## src/rtl/reorder_buffer_pkg.sv

```systemverilog
// Shared constants for the reorder buffer slice: default geometry and the
// "no destination register" encoding used by dispatch and the regfile.
// Latency: n/a. Backpressure: n/a.
package reorder_buffer_pkg;

    localparam int ROB_DEPTH_DEF  = 16;
    localparam int ROB_TAG_W_DEF  = 4;
    localparam int ROB_DATA_W_DEF = 32;
    localparam int ROB_REG_W_DEF  = 5;
    localparam int ROB_PC_W       = 32;

    // Destination 0 means "no architectural write"; the regfile drops it.
    localparam logic [ROB_REG_W_DEF-1:0] ROB_NO_DEST = '0;

endpackage

```

## src/rtl/reorder_buffer_if.sv

```systemverilog
// Bundle of the reorder buffer's dispatch, writeback, query, commit and flush signals.
// Latency: n/a (wires only). Backpressure: alloc_ready gates allocation; rdy freezes the ROB.
// master = pipeline side (ID/EX/dispatch), slave = reorder buffer.
interface reorder_buffer_if
    import reorder_buffer_pkg::*;
#(
    parameter int TAG_W  = ROB_TAG_W_DEF,
    parameter int DATA_W = ROB_DATA_W_DEF,
    parameter int REG_W  = ROB_REG_W_DEF
) ();

    logic                rdy;

    logic                alloc_valid;
    logic [REG_W-1:0]    alloc_dest;
    logic                alloc_ready;
    logic [TAG_W-1:0]    alloc_tag;

    logic                wb_valid;
    logic [TAG_W-1:0]    wb_tag;
    logic [DATA_W-1:0]   wb_data;
    logic                wb_mispredict;
    logic [ROB_PC_W-1:0] wb_target_pc;

    logic [TAG_W-1:0]    q1_tag;
    logic [TAG_W-1:0]    q2_tag;
    logic                q1_ready;
    logic                q2_ready;
    logic [DATA_W-1:0]   q1_data;
    logic [DATA_W-1:0]   q2_data;

    logic                commit_valid;
    logic [REG_W-1:0]    commit_reg_dest;
    logic [TAG_W-1:0]    commit_tag;
    logic [DATA_W-1:0]   commit_data;

    logic                clear;
    logic [ROB_PC_W-1:0] clear_pc;

    modport master (
        output rdy, alloc_valid, alloc_dest,
               wb_valid, wb_tag, wb_data, wb_mispredict, wb_target_pc,
               q1_tag, q2_tag,
        input  alloc_ready, alloc_tag, q1_ready, q1_data, q2_ready, q2_data,
               commit_valid, commit_reg_dest, commit_tag, commit_data,
               clear, clear_pc
    );

    modport slave (
        input  rdy, alloc_valid, alloc_dest,
               wb_valid, wb_tag, wb_data, wb_mispredict, wb_target_pc,
               q1_tag, q2_tag,
        output alloc_ready, alloc_tag, q1_ready, q1_data, q2_ready, q2_data,
               commit_valid, commit_reg_dest, commit_tag, commit_data,
               clear, clear_pc
    );

endinterface

```

## src/rtl/reorder_buffer.sv

```systemverilog
// Circular in-order reorder buffer: allocates tags at issue, captures writeback, retires one entry/cycle.
// Latency: writeback->commit 2 edges (no bypass into commit); commit/clear outputs registered.
// Backpressure: alloc_ready=0 when full; rdy=0 freezes all state and holds outputs.
//
// Ports: clk, rst (synchronous, active-high, highest priority), rob (reorder_buffer_if.slave):
//   alloc_*  : issue request / granted tag (tag == tail index)
//   wb_*     : result capture, mispredict flag and correct target PC
//   q1_/q2_* : combinational operand lookup by tag
//   commit_* : registered regfile write port
//   clear/clear_pc : registered one-cycle flush pulse on committing a mispredicted branch
// Build option ROB_WB_BYPASS_EN: forward same-cycle writeback into queries and let
//   alloc_ready see a same-cycle commit when full.
module reorder_buffer
    import reorder_buffer_pkg::*;
#(
    parameter int ROB_DEPTH = ROB_DEPTH_DEF,
    parameter int TAG_W     = ROB_TAG_W_DEF,
    parameter int DATA_W    = ROB_DATA_W_DEF,
    parameter int REG_W     = ROB_REG_W_DEF
) (
    input  logic            clk,
    input  logic            rst,
    reorder_buffer_if.slave rob
);

    localparam logic [TAG_W:0] L_FULL = (TAG_W+1)'(ROB_DEPTH);

    // Entry storage
    logic                r_busy  [ROB_DEPTH];
    logic                r_ready [ROB_DEPTH];
    logic                r_misp  [ROB_DEPTH];
    logic [REG_W-1:0]    r_dest  [ROB_DEPTH];
    logic [DATA_W-1:0]   r_data  [ROB_DEPTH];
    logic [ROB_PC_W-1:0] r_tpc   [ROB_DEPTH];

    logic [TAG_W-1:0]    r_head;
    logic [TAG_W-1:0]    r_tail;
    logic [TAG_W:0]      r_count;

    logic                r_commit_valid;
    logic [REG_W-1:0]    r_commit_dest;
    logic [TAG_W-1:0]    r_commit_tag;
    logic [DATA_W-1:0]   r_commit_data;
    logic                r_clear;
    logic [ROB_PC_W-1:0] r_clear_pc;

    logic                w_commit_fire;
    logic                w_flush;
    logic                w_alloc_ready;
    logic                w_alloc_fire;
    logic                w_wb_fire;
    logic                w_q1_ready;
    logic                w_q2_ready;
    logic [DATA_W-1:0]   w_q1_data;
    logic [DATA_W-1:0]   w_q2_data;

    // Commit looks only at registered entry state, so a writeback landing on the
    // head this cycle retires one cycle later.
    assign w_commit_fire = rob.rdy & r_busy[r_head] & r_ready[r_head];
    assign w_flush       = w_commit_fire & r_misp[r_head];

`ifdef ROB_WB_BYPASS_EN
    // A non-flushing commit frees the head slot at this edge, so a full ROB can
    // still accept one allocation (it lands in the slot being retired).
    assign w_alloc_ready = (r_count != L_FULL) | (w_commit_fire & ~w_flush);
`else
    assign w_alloc_ready = (r_count != L_FULL);
`endif

    // While clear is high the front end is refetching: ignore its requests.
    assign w_alloc_fire = rob.alloc_valid & w_alloc_ready & rob.rdy & ~r_clear & ~w_flush;
    assign w_wb_fire    = rob.wb_valid & r_busy[rob.wb_tag] & rob.rdy & ~r_clear;

    // Pointers and occupancy
    always_ff @(posedge clk) begin
        if (rst) begin
            r_head  <= '0;
            r_tail  <= '0;
            r_count <= '0;
        end else if (rob.rdy) begin
            if (w_flush) begin
                r_head  <= '0;
                r_tail  <= '0;
                r_count <= '0;
            end else begin
                if (w_alloc_fire)  r_tail <= r_tail + TAG_W'(1);
                if (w_commit_fire) r_head <= r_head + TAG_W'(1);
                case ({w_alloc_fire, w_commit_fire})
                    2'b10:   r_count <= r_count + (TAG_W+1)'(1);
                    2'b01:   r_count <= r_count - (TAG_W+1)'(1);
                    default: r_count <= r_count;
                endcase
            end
        end
    end

    // Entry state. Allocation is applied last so that, at full with bypass,
    // the slot retired this edge is immediately re-owned by the new entry.
    always_ff @(posedge clk) begin
        if (rst) begin
            for (int i = 0; i < ROB_DEPTH; i++) begin
                r_busy[i]  <= 1'b0;
                r_ready[i] <= 1'b0;
                r_misp[i]  <= 1'b0;
                r_dest[i]  <= ROB_NO_DEST;
                r_data[i]  <= '0;
                r_tpc[i]   <= '0;
            end
        end else if (w_flush) begin
            for (int i = 0; i < ROB_DEPTH; i++) begin
                r_busy[i]  <= 1'b0;
                r_ready[i] <= 1'b0;
            end
        end else begin
            if (w_commit_fire) begin
                r_busy[r_head] <= 1'b0;
            end
            if (w_wb_fire) begin
                r_ready[rob.wb_tag] <= 1'b1;
                r_data[rob.wb_tag]  <= rob.wb_data;
                r_misp[rob.wb_tag]  <= rob.wb_mispredict;
                r_tpc[rob.wb_tag]   <= rob.wb_target_pc;
            end
            if (w_alloc_fire) begin
                r_busy[r_tail]  <= 1'b1;
                r_ready[r_tail] <= 1'b0;
                r_misp[r_tail]  <= 1'b0;
                r_dest[r_tail]  <= rob.alloc_dest;
            end
        end
    end

    // Commit port and flush pulse
    always_ff @(posedge clk) begin
        if (rst) begin
            r_commit_valid <= 1'b0;
            r_commit_dest  <= '0;
            r_commit_tag   <= '0;
            r_commit_data  <= '0;
            r_clear        <= 1'b0;
            r_clear_pc     <= '0;
        end else if (rob.rdy) begin
            r_commit_valid <= w_commit_fire;
            r_clear        <= w_flush;
            if (w_commit_fire) begin
                r_commit_dest <= r_dest[r_head];
                r_commit_tag  <= r_head;
                r_commit_data <= r_data[r_head];
            end
            if (w_flush) begin
                r_clear_pc <= r_tpc[r_head];
            end
        end
    end

    // Operand queries
    always_comb begin
        w_q1_ready = r_busy[rob.q1_tag] & r_ready[rob.q1_tag];
        w_q1_data  = r_busy[rob.q1_tag] ? r_data[rob.q1_tag] : '0;
`ifdef ROB_WB_BYPASS_EN
        if (w_wb_fire && (rob.wb_tag == rob.q1_tag)) begin
            w_q1_ready = 1'b1;
            w_q1_data  = rob.wb_data;
        end
`endif
    end

    always_comb begin
        w_q2_ready = r_busy[rob.q2_tag] & r_ready[rob.q2_tag];
        w_q2_data  = r_busy[rob.q2_tag] ? r_data[rob.q2_tag] : '0;
`ifdef ROB_WB_BYPASS_EN
        if (w_wb_fire && (rob.wb_tag == rob.q2_tag)) begin
            w_q2_ready = 1'b1;
            w_q2_data  = rob.wb_data;
        end
`endif
    end

    assign rob.alloc_ready     = w_alloc_ready;
    assign rob.alloc_tag       = r_tail;
    assign rob.q1_ready        = w_q1_ready;
    assign rob.q1_data         = w_q1_data;
    assign rob.q2_ready        = w_q2_ready;
    assign rob.q2_data         = w_q2_data;
    assign rob.commit_valid    = r_commit_valid;
    assign rob.commit_reg_dest = r_commit_dest;
    assign rob.commit_tag      = r_commit_tag;
    assign rob.commit_data     = r_commit_data;
    assign rob.clear           = r_clear;
    assign rob.clear_pc        = r_clear_pc;

endmodule

```

## src/flat_wrapper.sv

```systemverilog
// flat-port wrapper written by rule: the top's interface ports become plain ports
module reorder_buffer_flat import reorder_buffer_pkg::*;
#(
    parameter int ROB_DEPTH = ROB_DEPTH_DEF,
    parameter int TAG_W     = ROB_TAG_W_DEF,
    parameter int DATA_W    = ROB_DATA_W_DEF,
    parameter int REG_W     = ROB_REG_W_DEF
)
  (clk, rst, rob_rdy, rob_alloc_valid, rob_alloc_dest, rob_wb_valid, rob_wb_tag, rob_wb_data, rob_wb_mispredict, rob_wb_target_pc, rob_q1_tag, rob_q2_tag, rob_alloc_ready, rob_alloc_tag, rob_q1_ready, rob_q1_data, rob_q2_ready, rob_q2_data, rob_commit_valid, rob_commit_reg_dest, rob_commit_tag, rob_commit_data, rob_clear, rob_clear_pc);
  reorder_buffer_if #(.TAG_W(TAG_W), .DATA_W(DATA_W), .REG_W(REG_W)) rob_i ();
  input  logic clk;
  input  logic rst;
  input wire logic [$bits(rob_i.rdy)-1:0] rob_rdy;
  input wire logic [$bits(rob_i.alloc_valid)-1:0] rob_alloc_valid;
  input wire logic [$bits(rob_i.alloc_dest)-1:0] rob_alloc_dest;
  input wire logic [$bits(rob_i.wb_valid)-1:0] rob_wb_valid;
  input wire logic [$bits(rob_i.wb_tag)-1:0] rob_wb_tag;
  input wire logic [$bits(rob_i.wb_data)-1:0] rob_wb_data;
  input wire logic [$bits(rob_i.wb_mispredict)-1:0] rob_wb_mispredict;
  input wire logic [$bits(rob_i.wb_target_pc)-1:0] rob_wb_target_pc;
  input wire logic [$bits(rob_i.q1_tag)-1:0] rob_q1_tag;
  input wire logic [$bits(rob_i.q2_tag)-1:0] rob_q2_tag;
  output wire logic [$bits(rob_i.alloc_ready)-1:0] rob_alloc_ready;
  output wire logic [$bits(rob_i.alloc_tag)-1:0] rob_alloc_tag;
  output wire logic [$bits(rob_i.q1_ready)-1:0] rob_q1_ready;
  output wire logic [$bits(rob_i.q1_data)-1:0] rob_q1_data;
  output wire logic [$bits(rob_i.q2_ready)-1:0] rob_q2_ready;
  output wire logic [$bits(rob_i.q2_data)-1:0] rob_q2_data;
  output wire logic [$bits(rob_i.commit_valid)-1:0] rob_commit_valid;
  output wire logic [$bits(rob_i.commit_reg_dest)-1:0] rob_commit_reg_dest;
  output wire logic [$bits(rob_i.commit_tag)-1:0] rob_commit_tag;
  output wire logic [$bits(rob_i.commit_data)-1:0] rob_commit_data;
  output wire logic [$bits(rob_i.clear)-1:0] rob_clear;
  output wire logic [$bits(rob_i.clear_pc)-1:0] rob_clear_pc;
  assign rob_i.rdy = rob_rdy;
  assign rob_i.alloc_valid = rob_alloc_valid;
  assign rob_i.alloc_dest = rob_alloc_dest;
  assign rob_i.wb_valid = rob_wb_valid;
  assign rob_i.wb_tag = rob_wb_tag;
  assign rob_i.wb_data = rob_wb_data;
  assign rob_i.wb_mispredict = rob_wb_mispredict;
  assign rob_i.wb_target_pc = rob_wb_target_pc;
  assign rob_i.q1_tag = rob_q1_tag;
  assign rob_i.q2_tag = rob_q2_tag;
  assign rob_alloc_ready = rob_i.alloc_ready;
  assign rob_alloc_tag = rob_i.alloc_tag;
  assign rob_q1_ready = rob_i.q1_ready;
  assign rob_q1_data = rob_i.q1_data;
  assign rob_q2_ready = rob_i.q2_ready;
  assign rob_q2_data = rob_i.q2_data;
  assign rob_commit_valid = rob_i.commit_valid;
  assign rob_commit_reg_dest = rob_i.commit_reg_dest;
  assign rob_commit_tag = rob_i.commit_tag;
  assign rob_commit_data = rob_i.commit_data;
  assign rob_clear = rob_i.clear;
  assign rob_clear_pc = rob_i.clear_pc;
  reorder_buffer #(.ROB_DEPTH(ROB_DEPTH), .TAG_W(TAG_W), .DATA_W(DATA_W), .REG_W(REG_W)) u_core (.clk(clk), .rst(rst), .rob(rob_i));
endmodule
```

## config.mk

```make
export PLATFORM = sky130hd
export DESIGN_NAME = reorder_buffer_flat
export DESIGN_NICKNAME = d
export VERILOG_FILES = /design/src/rtl/reorder_buffer_pkg.sv /design/src/rtl/reorder_buffer_if.sv /design/src/rtl/reorder_buffer.sv /design/src/flat_wrapper.sv
export SDC_FILE = /design/constraint.sdc
export NUM_CORES = 2
export LEC_CHECK = 0
export CELL_PAD_IN_SITES_DETAIL_PLACEMENT = 1
export CELL_PAD_IN_SITES_GLOBAL_PLACEMENT = 2
export CORE_MARGIN = 3
export CORE_UTILIZATION = 50
export CTS_CLUSTER_SIZE = 10
export DETAILED_ROUTE_END_ITERATION = 16
export PLACE_DENSITY_LB_ADDON = 0.1
export SETUP_SLACK_MARGIN = 0.3
export SLEW_MARGIN = 10
export SYNTH_ARGS = -nofsm -noshare
export SYNTH_HDL_FRONTEND = slang
export SYNTH_SLANG_ARGS = --single-unit
export TNS_END_PERCENT = 10
```

## constraint.sdc

```tcl
create_clock -name clk -period 7.8 [get_ports clk]
set_input_delay 1.56 -clock clk [delete_from_list [all_inputs] [get_ports clk]]
set_output_delay 1.56 -clock clk [all_outputs]
set_load 0.05 [all_outputs]
```

==> flow_summary.json <==
{
  "status": "finished, final reports clean",
  "track_usage": 0.329,
  "clk_path_buf_depth": 3,
  "hpwl_um": 116000,
  "fin_tns_setup_ps": 0,
  "grt_overflow": 0,
  "grt_pass1_wl_um": 314000,
  "root_buffer": "clkbuf_16",
  "worst_pin_slew_ps": 1230,
  "syn_nets": 4275,
  "rsz0062_at_grt": "false",
  "nets": 4232,
  "cp.required_ps": 6240,
  "clkTransAtPathRegs_ps": 50,
  "grt_max_degree": 339,
  "min_to": "u_core.rob.clear_pc[16]",
  "holdPathStages": 2,
  "syn_area_per_cell_um2": 15.4,
  "r2r_slack_ps": 2900,
  "drive_above_1_share": 0.246,
  "slew_viol_final": 0,
  "synth_ff_type": "edfxtp_1",
  "min_from": "u_core.rob.clear_pc[16]",
  "globalRouteMet1Util": 0.449,
  "endpoint_kind": "output pin",
  "hold_viol": 0,
  "period_needed_ps": 6180,
  "drv_cap": 0,
  "die_w_um": 365,
  "p_leak_nw": 28.0,
  "relSlewSlack": 0.177,
  "path_max_fanout": 50,
  "core_area_um2": 128000,
  "vias": 42100,
  "ys_types": 61,
  "drt-vias-per-instance": 7.11,
  "ff2ff_path_depth": 6,
  "synthCells": 4175,
  "start_util": 0.504,
  "die-area_um2": 133000,
  "finalClockSkew_ps": 25.6,
  "cts.htree.levels": 4,
  "wire_per_inst_um": 36.6,
  "fin_util": 0.566,
  "use_met3": 0.0580,
  "syn_area_um2": 64500,
  "fin_crit_sh": 0.792,
  "cts_tree": "yes",
  "post_cts_resized": 0,
  "dpl_cell_area_um2": 67900,
  "seq_area_frac_synth": 0.558,
  "cts_setup_buffers": 0,
  "vdd_drop_max_v": 0.000228,
  "start_kind": "input port",
  "clock_latency_ps": 820,
  "r2r_end": "u_core.r_tpc[9][20]",
  "whs_ps": 456,
  "antenna_found_initial": 26,
  "synth_area_leaders": "edfxtp_1 51%, mux4_2 24%, and3_1 9.9%",
  "antenna_left": 0,
  "remaining_drc_errors": 0,
  "yosysWarnings": 0,
  "synth.ff_latch_count": 1244,
  "worstHoldPathType": "flop to flop",
  "async_flop_share": 0,
  "drt_pass1_iterations": 6,
  "grt_pass1_vias": 43200,
  "setup_viol": 0,
  "holdBufCountCts": 0,
  "final_cell_area_um2": 72300,
  "rows": 131,
  "max_freq_mhz": 162,
  "p_per_area_nw_per_um2": 208,
  "ios": 233,
  "synth_top_cell_by_area": "edfxtp_1",
  "arrival_ps": 4620,
  "dr.first_iter.drc_count": 5871,
  "routabilityCongestion": 0.840,
  "syn2layout_area_growth_pct": 12.2,
  "synth_top_area_frac": 0.514,
  "grt_use_met2": 0.534,
  "synth_edf_count": 1104,
  "port_buffers": 232,
  "clock_sinks": 1244,
  "path_class": "input port to output pin",
  "die_h_um": 365,
  "numCtsBuffers": 148,
  "wirelength_um": 217000,
  "busiest_layer": "met2",
  "fillers": 11600
}
## final cells by class
cell class                      count  area, um2  area share
Sequential cell                  1244      36000       0.497
Multi-Input combinational cell   2402      26500       0.366
Clock buffer                      242       4100      0.0566
Timing Repair Buffer              324       3310      0.0458
Tap cell                         1662       2080      0.0288
Clock inverter                     27        279     0.00386
Inverter                           12       46.3    0.000640
Antenna cell                       14       35.0    0.000484
## state kept, by name, summed over array words and instances, names as in the netlist, named ones only
signal	count
u_core.r_tpc	512
u_core.rob.alloc_tag	4
u_core.rob.clear_pc	32
u_core.r_count	5
u_core.rob.commit_data	32
u_core.r_busy	16
u_core.r_head	4
u_core.rob.clear	1
u_core.rob.commit_tag	4
u_core.r_data	512
u_core.r_ready	16
u_core.rob.commit_reg_dest	5
u_core.rob.commit_valid	1
u_core.r_dest	80
u_core.r_misp	16
## kinds of logic after synthesis
family,Yosys count,share of synthesized area
simple gates,1492,0.139
flops,1244,0.558
mux,740,0.250
buf+inv,529,0.0345
compound gates,151,0.0158
fa+ha+maj,13,0.00264
xor+xnor,6,0.000815
## cells in the mapped netlist, types with 9 or more instances
| cell type | n |
|---|---|
| nor2_1 | 52 |
| ha_1 | 12 |
| and3_1 | 1025 |
| mux2i_1 | 44 |
| a21oi_1 | 71 |
| a31o_2 | 9 |
| nor2b_1 | 76 |
| and2_1 | 80 |
| o311ai_1 | 9 |
| o21ai_0 | 24 |
| clkbuf_1 | 380 |
| nor3_1 | 19 |
| dfxtp_1 | 140 |
| edfxtp_1 | 1104 |
| inv_1 | 10 |
| nand2_1 | 131 |
| buf_2 | 72 |
| nand3_1 | 62 |
| mux4_2 | 694 |
| buf_1 | 45 |
| nor3_4 | 13 |
| buf_6 | 15 |
## cells in the final DEF (no fill, tap or decap), types with 10 or more instances in the layout
cell,netlist,layout
nor3_2,3,20
mux4_2,694,694
nor2_1,52,52
nand3_1,62,62
and3_1,1025,1025
diode_2,0,14
mux2i_1,44,44
edfxtp_1,1104,1104
nor3_4,13,13
nand2_1,131,115
o21ai_0,24,22
nand2_4,0,16
nor2b_1,76,76
buf_12,0,24
clkdlybuf4s50_1,0,223
buf_4,3,70
inv_1,10,10
clkbuf_1,380,90
a21oi_1,71,71
and2_1,80,80
ha_1,12,12
clkbuf_16,0,148
dfxtp_1,140,136
## stage by stage
stage	std cells	power, mW	setup slack (ps)
6_report	5927	15.1	1620
4_1_cts	5913	15.1	1630
3_3_place_gp	5644	8.72	1660
5_1_grt	5918	15.5	1500
3_5_place_dp	5644	8.74	1610
2_1_floorplan	4175	8.29	2430
## worst max-delay path by stage
stage | start | endpoint | slack [ps] | depth (start not counted)
final | rob_q2_tag[2] | rob_q2_data[29] | 1620 | 6
after global routing | rob_q1_tag[0] | rob_q1_data[20] | 1500 | 6
after CTS | rob_q1_tag[0] | rob_q1_data[20] | 1630 | 6
after detailed placement | rob_rdy | u_core.r_tpc[3][30] | 1610 | 8
after global placement | rob_q1_tag[0] | rob_q1_data[20] | 1660 | 6
after floorplan | rob_q1_tag[0] | rob_q1_data[22] | 2430 | 6
## critical path: stages
cell and delay, ps:
buf_6 380, buf_12 370, mux4_2 280, mux4_2 240
nor2b_1 720, clkdlybuf4s50_1 960
## power breakdown
group,total (mW),switching (mW),leakage (nW),internal [mW]
sequential,7.54,0.109,12.5,7.43
combinational,1.07,0.633,13.3,0.436
clock,6.46,2.85,2.10,3.61
## per-layer routing
metal | up-vias | wire length, um
met5 | - | 63
met1 | 22300 | 82800
met4 | 10 | 7620
li1 | 16800 | -
met2 | 2529 | 106000
met3 | 444 | 20300
No activity file was read; power rests on OpenSTA's default activity.
